## src/rtl/reg_file_2r1w.sv

```systemverilog
// Two-read, one-write register file with optional zero entry,
// write-to-read bypass and registered read ports.
module reg_file_2r1w #(
    parameter int WIDTH    = 16,
    parameter int DEPTH    = 8,
    parameter int ZERO_REG = 1,
    parameter int BYPASS   = 1,
    parameter int READ_REG = 0,
    localparam int AW      = (DEPTH > 1) ? $clog2(DEPTH) : 1
) (
    input  logic             CLK,
    input  logic             RST_N,
    input  logic             WE,
    input  logic [AW-1:0]    WA,
    input  logic [WIDTH-1:0] WD,
    input  logic [AW-1:0]    RA0,
    output logic [WIDTH-1:0] RD0,
    input  logic [AW-1:0]    RA1,
    output logic [WIDTH-1:0] RD1
);

    localparam logic [AW:0] LP_DEPTH = (AW+1)'(DEPTH);

    logic [WIDTH-1:0] r_mem [DEPTH];
    logic             w_wr_ok;
    logic [AW-1:0]    w_ra [2];
    logic [WIDTH-1:0] w_rd [2];

    // Gated by RST_N so a write held during reset is never forwarded.
    assign w_wr_ok = WE && RST_N
                  && ({1'b0, WA} < LP_DEPTH)
                  && !(ZERO_REG != 0 && WA == '0);

    always_ff @(posedge CLK or negedge RST_N) begin
        if (!RST_N) begin
            for (int i = 0; i < DEPTH; i++) begin
                r_mem[i] <= '0;
            end
        end else if (w_wr_ok) begin
            r_mem[WA] <= WD;
        end
    end

    assign w_ra[0] = RA0;
    assign w_ra[1] = RA1;

    always_comb begin
        for (int p = 0; p < 2; p++) begin
            w_rd[p] = '0;
            if (({1'b0, w_ra[p]} < LP_DEPTH)
                && !(ZERO_REG != 0 && w_ra[p] == '0)) begin
                w_rd[p] = r_mem[w_ra[p]];
            end
            if (BYPASS != 0 && w_wr_ok && WA == w_ra[p]) begin
                w_rd[p] = WD;
            end
        end
    end

    if (READ_REG != 0) begin : g_rreg
        logic [WIDTH-1:0] r_rd0;
        logic [WIDTH-1:0] r_rd1;

        always_ff @(posedge CLK or negedge RST_N) begin
            if (!RST_N) begin
                r_rd0 <= '0;
                r_rd1 <= '0;
            end else begin
                r_rd0 <= w_rd[0];
                r_rd1 <= w_rd[1];
            end
        end

        assign RD0 = r_rd0;
        assign RD1 = r_rd1;
    end else begin : g_comb
        assign RD0 = w_rd[0];
        assign RD1 = w_rd[1];
    end

endmodule
```

## config.mk

```make
export PLATFORM = sky130hd
export DESIGN_NAME = reg_file_2r1w
export DESIGN_NICKNAME = d
export VERILOG_FILES = /design/src/rtl/reg_file_2r1w.sv
export SDC_FILE = /design/constraint.sdc
export NUM_CORES = 1
export LEC_CHECK = 0
export BUFFER_PORTS_ARGS = -buffer_cell sky130_fd_sc_hd__buf_2
export CORE_MARGIN = 8
export CORE_UTILIZATION = 55
export CTS_CLUSTER_DIAMETER = 40
export DETAILED_ROUTE_END_ITERATION = 7
export PLACE_DENSITY = 0.75
export SYNTH_ARGS = -nofsm -noshare
export SYNTH_HDL_FRONTEND = slang
export SYNTH_SLANG_ARGS = --single-unit
```

## constraint.sdc

```tcl
create_clock -name CLK -period 6 [get_ports CLK]
set_clock_uncertainty 0.1 [all_clocks]
set_input_delay 1.2 -clock CLK [delete_from_list [all_inputs] [get_ports CLK]]
set_output_delay 1.2 -clock CLK [all_outputs]
set_load 0.01 [all_outputs]
```

==> impl_summary.md <==
Status
The flow ran to the end, and the final reports show no timing, DRC or antenna violations.

Timing
The final max-slew violation count was 0. The worst max-slew margin expressed relative to the limit is 0.290. The transition time at the pin with the least slew margin is 1.07 ns. Summed over all failing endpoints, the final setup total negative slack is 0 ns. The share of the clock period used by the worst path after layout is 0.764. The number of hold violations in the final report is 0. The worst hold margin is 0.294 ns.

Based on the critical path, the design can be clocked at up to 218 MHz. Setup repair after global routing left no endpoint under its margin. The total of endpoints with negative setup slack in the final report is 0. The shortest clock period the worst path allows after layout is 4.58 ns.

Clock tree
The number of buffers created by CTS is 17. The longest clock path from root to sink contains 2 buffers. Post-CTS timing repair inserted 0 buffers for setup.

CTS built an H-tree with a depth of 4. The later pin in the worst-skew pair is clocked with a latency of 0.41 ns. After clock tree synthesis, the flow added hold-fix buffers numbering 0. Clock tree synthesis found a total of 128 sinks. The clock root buffer is clkbuf_16. The number of resized instances in the post-cts repair step is 0.

Clock-pin slew was measured on the worst setup and hold paths at 0.05 ns. TritonCTS built the clock tree.

Logic synthesis
The number of nets in the synthesized netlist is 471. In this run the mean area of a mapped cell was 15.9 um^2. The number of synthesized register bits is 128. The top cell type by total area after synthesis is dfrtp_1.

By area the synthesized netlist is led by dfrtp_1 (46%), mux2_2 (23%), mux4_2 (21%), a22o_1 (4.0%), clkbuf_1 (1.6%). For this run, the number of Yosys warnings is 0. The instance count of the mapped netlist is 443.

The synthesized netlist contains 21 unique library cells. The area share of the largest cell type after synthesis is 0.456. The cell area after synthesis is 7020 um^2. The post-synthesis sequential area ratio is 0.456.

Detailed routing
The residual antenna-violating net count after detailed routing is 0. The final routed wire length divided by cell count is 25.4 um. The number of design-rule violations left by the first detailed-router iteration is 372. Detailed routing inserted a total of 4348 vias. The sum of routed wire length over all layers is 16900 um. The via-per-instance ratio is 6.52. The number of iterations in the first detailed-routing pass is 4. After detailed routing, the number of remaining DRC violations is 0.

Place
The cell area after placement is 7400 um^2. The detailed placer's ending HPWL is 10300 um. The cell count after placement is 638. The placer's final routability congestion estimate is 0.738.

Buffers placed on the I/O ports in this run total 59.

Floorplanning
The die covers 16600 um^2. The number of placement rows is 41. In this run the horizontal extent of the chip is 129 um. For this configuration, the core starts out at a cell density of 0.559. The top-level I/O count is 60. The total area inside the core boundary comes to 12600 um^2. The chip height is 129 um.

Layout
The register with the most flip-flops in the layout has 128 of them. The utilization of the core after routing is 0.633. The proportion of layout cells with a drive suffix above 1 is 0.638. The register bank with the most flops is r_mem.

The count of non-filler cells in the finished layout is 667. From synthesis to final layout, the design area changed by 13.3%. The post-route cell area is 7950 um^2. The number of antenna repair diodes is 0. In the final layout, flip-flops and latches occupy 3200 um^2. In the final layout, the registers with the most flip-flops are r_mem (128). After the last flow step, the layout net total stands at 513.

The number of fill cells is 906. The multi-input gate area in the final layout is 3570 um^2.

GRT
Across every metal layer, demand over resource in global routing totals 0.218. The via count of the first global-routing pass came to 4731. The first global-routing pass estimated 26900 um of wire. The pin count of the biggest net entering global routing is 67. For this run the aggregate overflow at the end of global routing stands at 0. The number of antenna violations at the first check in global routing was 0.

Critical path
STA puts the critical path data arrival time at 3.28 ns. Walking the worst path, the cells encountered are buf_2 > buf_4 > mux4_2 > mux2_2 > a22o_1 > buf_2. In this design, the critical path's most frequently occurring cell is buf_2. The endpoint required time on the critical path is 4.70 ns.

For this run, the slowest stage of the critical path takes 0.57 ns. The critical path launch point type is a primary input. STA classifies the critical path endpoint as an output pin. Along the worst path, the maximum fanout reaches 23. The largest individual stage delay along the critical path comes from the cell mux4_2.

The worst setup path is of the in2out kind.

Run
Max-cap violations in this run came to 0.

Pwr
The static leakage power is 3.44 nW. VDD sags by at most 0.000233 V. The power density of the placed cells is 355 nW/um^2.

Min path
The worst hold path class is reg2reg.
-- synth_stat cells --
master,number
xor2_1,6
nor2_1,3
mux4_2,64
nor4_4,2
buf_4,3
or3_1,3
or2b_1,1
clkbuf_8,1
buf_2,15
nand3_1,1
dfrtp_1,128
o311ai_4,1
a22o_1,32
clkbuf_1,29
mux2_2,144
nand2_1,1
nor3_2,3
buf_1,1
buf_6,2
o41a_2,2
nand2b_1,1
-- metrics by stage --
step | total power, mW | worst slack [ns]
4_1_cts | 2.84 | 1.36
3_3_place_gp | 1.82 | 1.41
6_report | 2.82 | 1.42
5_1_grt | 2.95 | 1.26
3_5_place_dp | 1.86 | 1.36
2_1_floorplan | 1.65 | 2.01
-- cell families (layout without fill, tap and decap cells) --
family,Yosys count,in the layout,share of synthesized area
AO/OA/AOI/OAI,35,35,0.0472
XOR/XNOR,6,6,0.00748
buffers and inverters,51,103,0.0351
flip-flops,128,128,0.456
multiplexers,208,208,0.436
AND/OR/NAND/NOR,15,15,0.0178
-- power by group --
| part | internal (mW) | total (mW) | switching [mW] |
|---|---|---|---|
| combinational | 0.420 | 0.672 | 0.252 |
| sequential | 1.04 | 1.18 | 0.132 |
| clock | 0.622 | 0.972 | 0.350 |
-- worst paths after layout --
kind | from | end | slack, ns | cells past startpoint
max in group asynchronous | RST_N | r_mem[103] | 3.58 | 3
hold / removal | r_mem[124] | r_mem[124] | 0.29 | 0
setup / recovery | RA1[0] | RD1[10] | 1.42 | 6
setup reg to reg | r_mem[31] | r_mem[31] | 5.10 | 1
hold reg to reg | r_mem[124] | r_mem[124] | 0.29 | 0
min in group asynchronous | RST_N | r_mem[127] | 0.91 | 2
-- worst max-delay path, delay by kind of cell --
| kind | cells | cell delay [ns] |
|---|---|---|
| mux | 2 | 0.85 |
| buf+inv | 3 | 1.00 |
| compound gates | 1 | 0.22 |
-- layout by cell type (no fill, tap or decap), types with 2 or more instances in the layout --
cell type and n:
nor4_4 2, mux4_2 64, or3_1 3, a22o_1 32, nor3_2 3, clkbuf_8 2, clkinv_2 4, clkbuf_1 3
buf_2 58, mux2_2 144, o41a_2 2, nor2_1 3, dfrtp_1 128, xor2_1 6, buf_4 16, clkbuf_16 17
bufinv_16 2
-- layer usage --
metal | GRT usage | vias up | share of wire
met3 | 0.0629 | 30 | 0.069
li1 | - | 1831 | -
met5 | 0 | - | 0
met4 | 0.0926 | 0 | 0.019
met2 | 0.359 | 161 | 0.52
met1 | 0.264 | 2326 | 0.40
-- final cells by class --
type                            instances  share of cell area
Multi-Input combinational cell        264               0.449
Timing Repair Buffer                   74              0.0516
Clock inverter                          7              0.0110
Clock buffer                           22              0.0584
Sequential cell                       128               0.403
Tap cell                              172              0.0271
(Power assumes the default switching activity.)
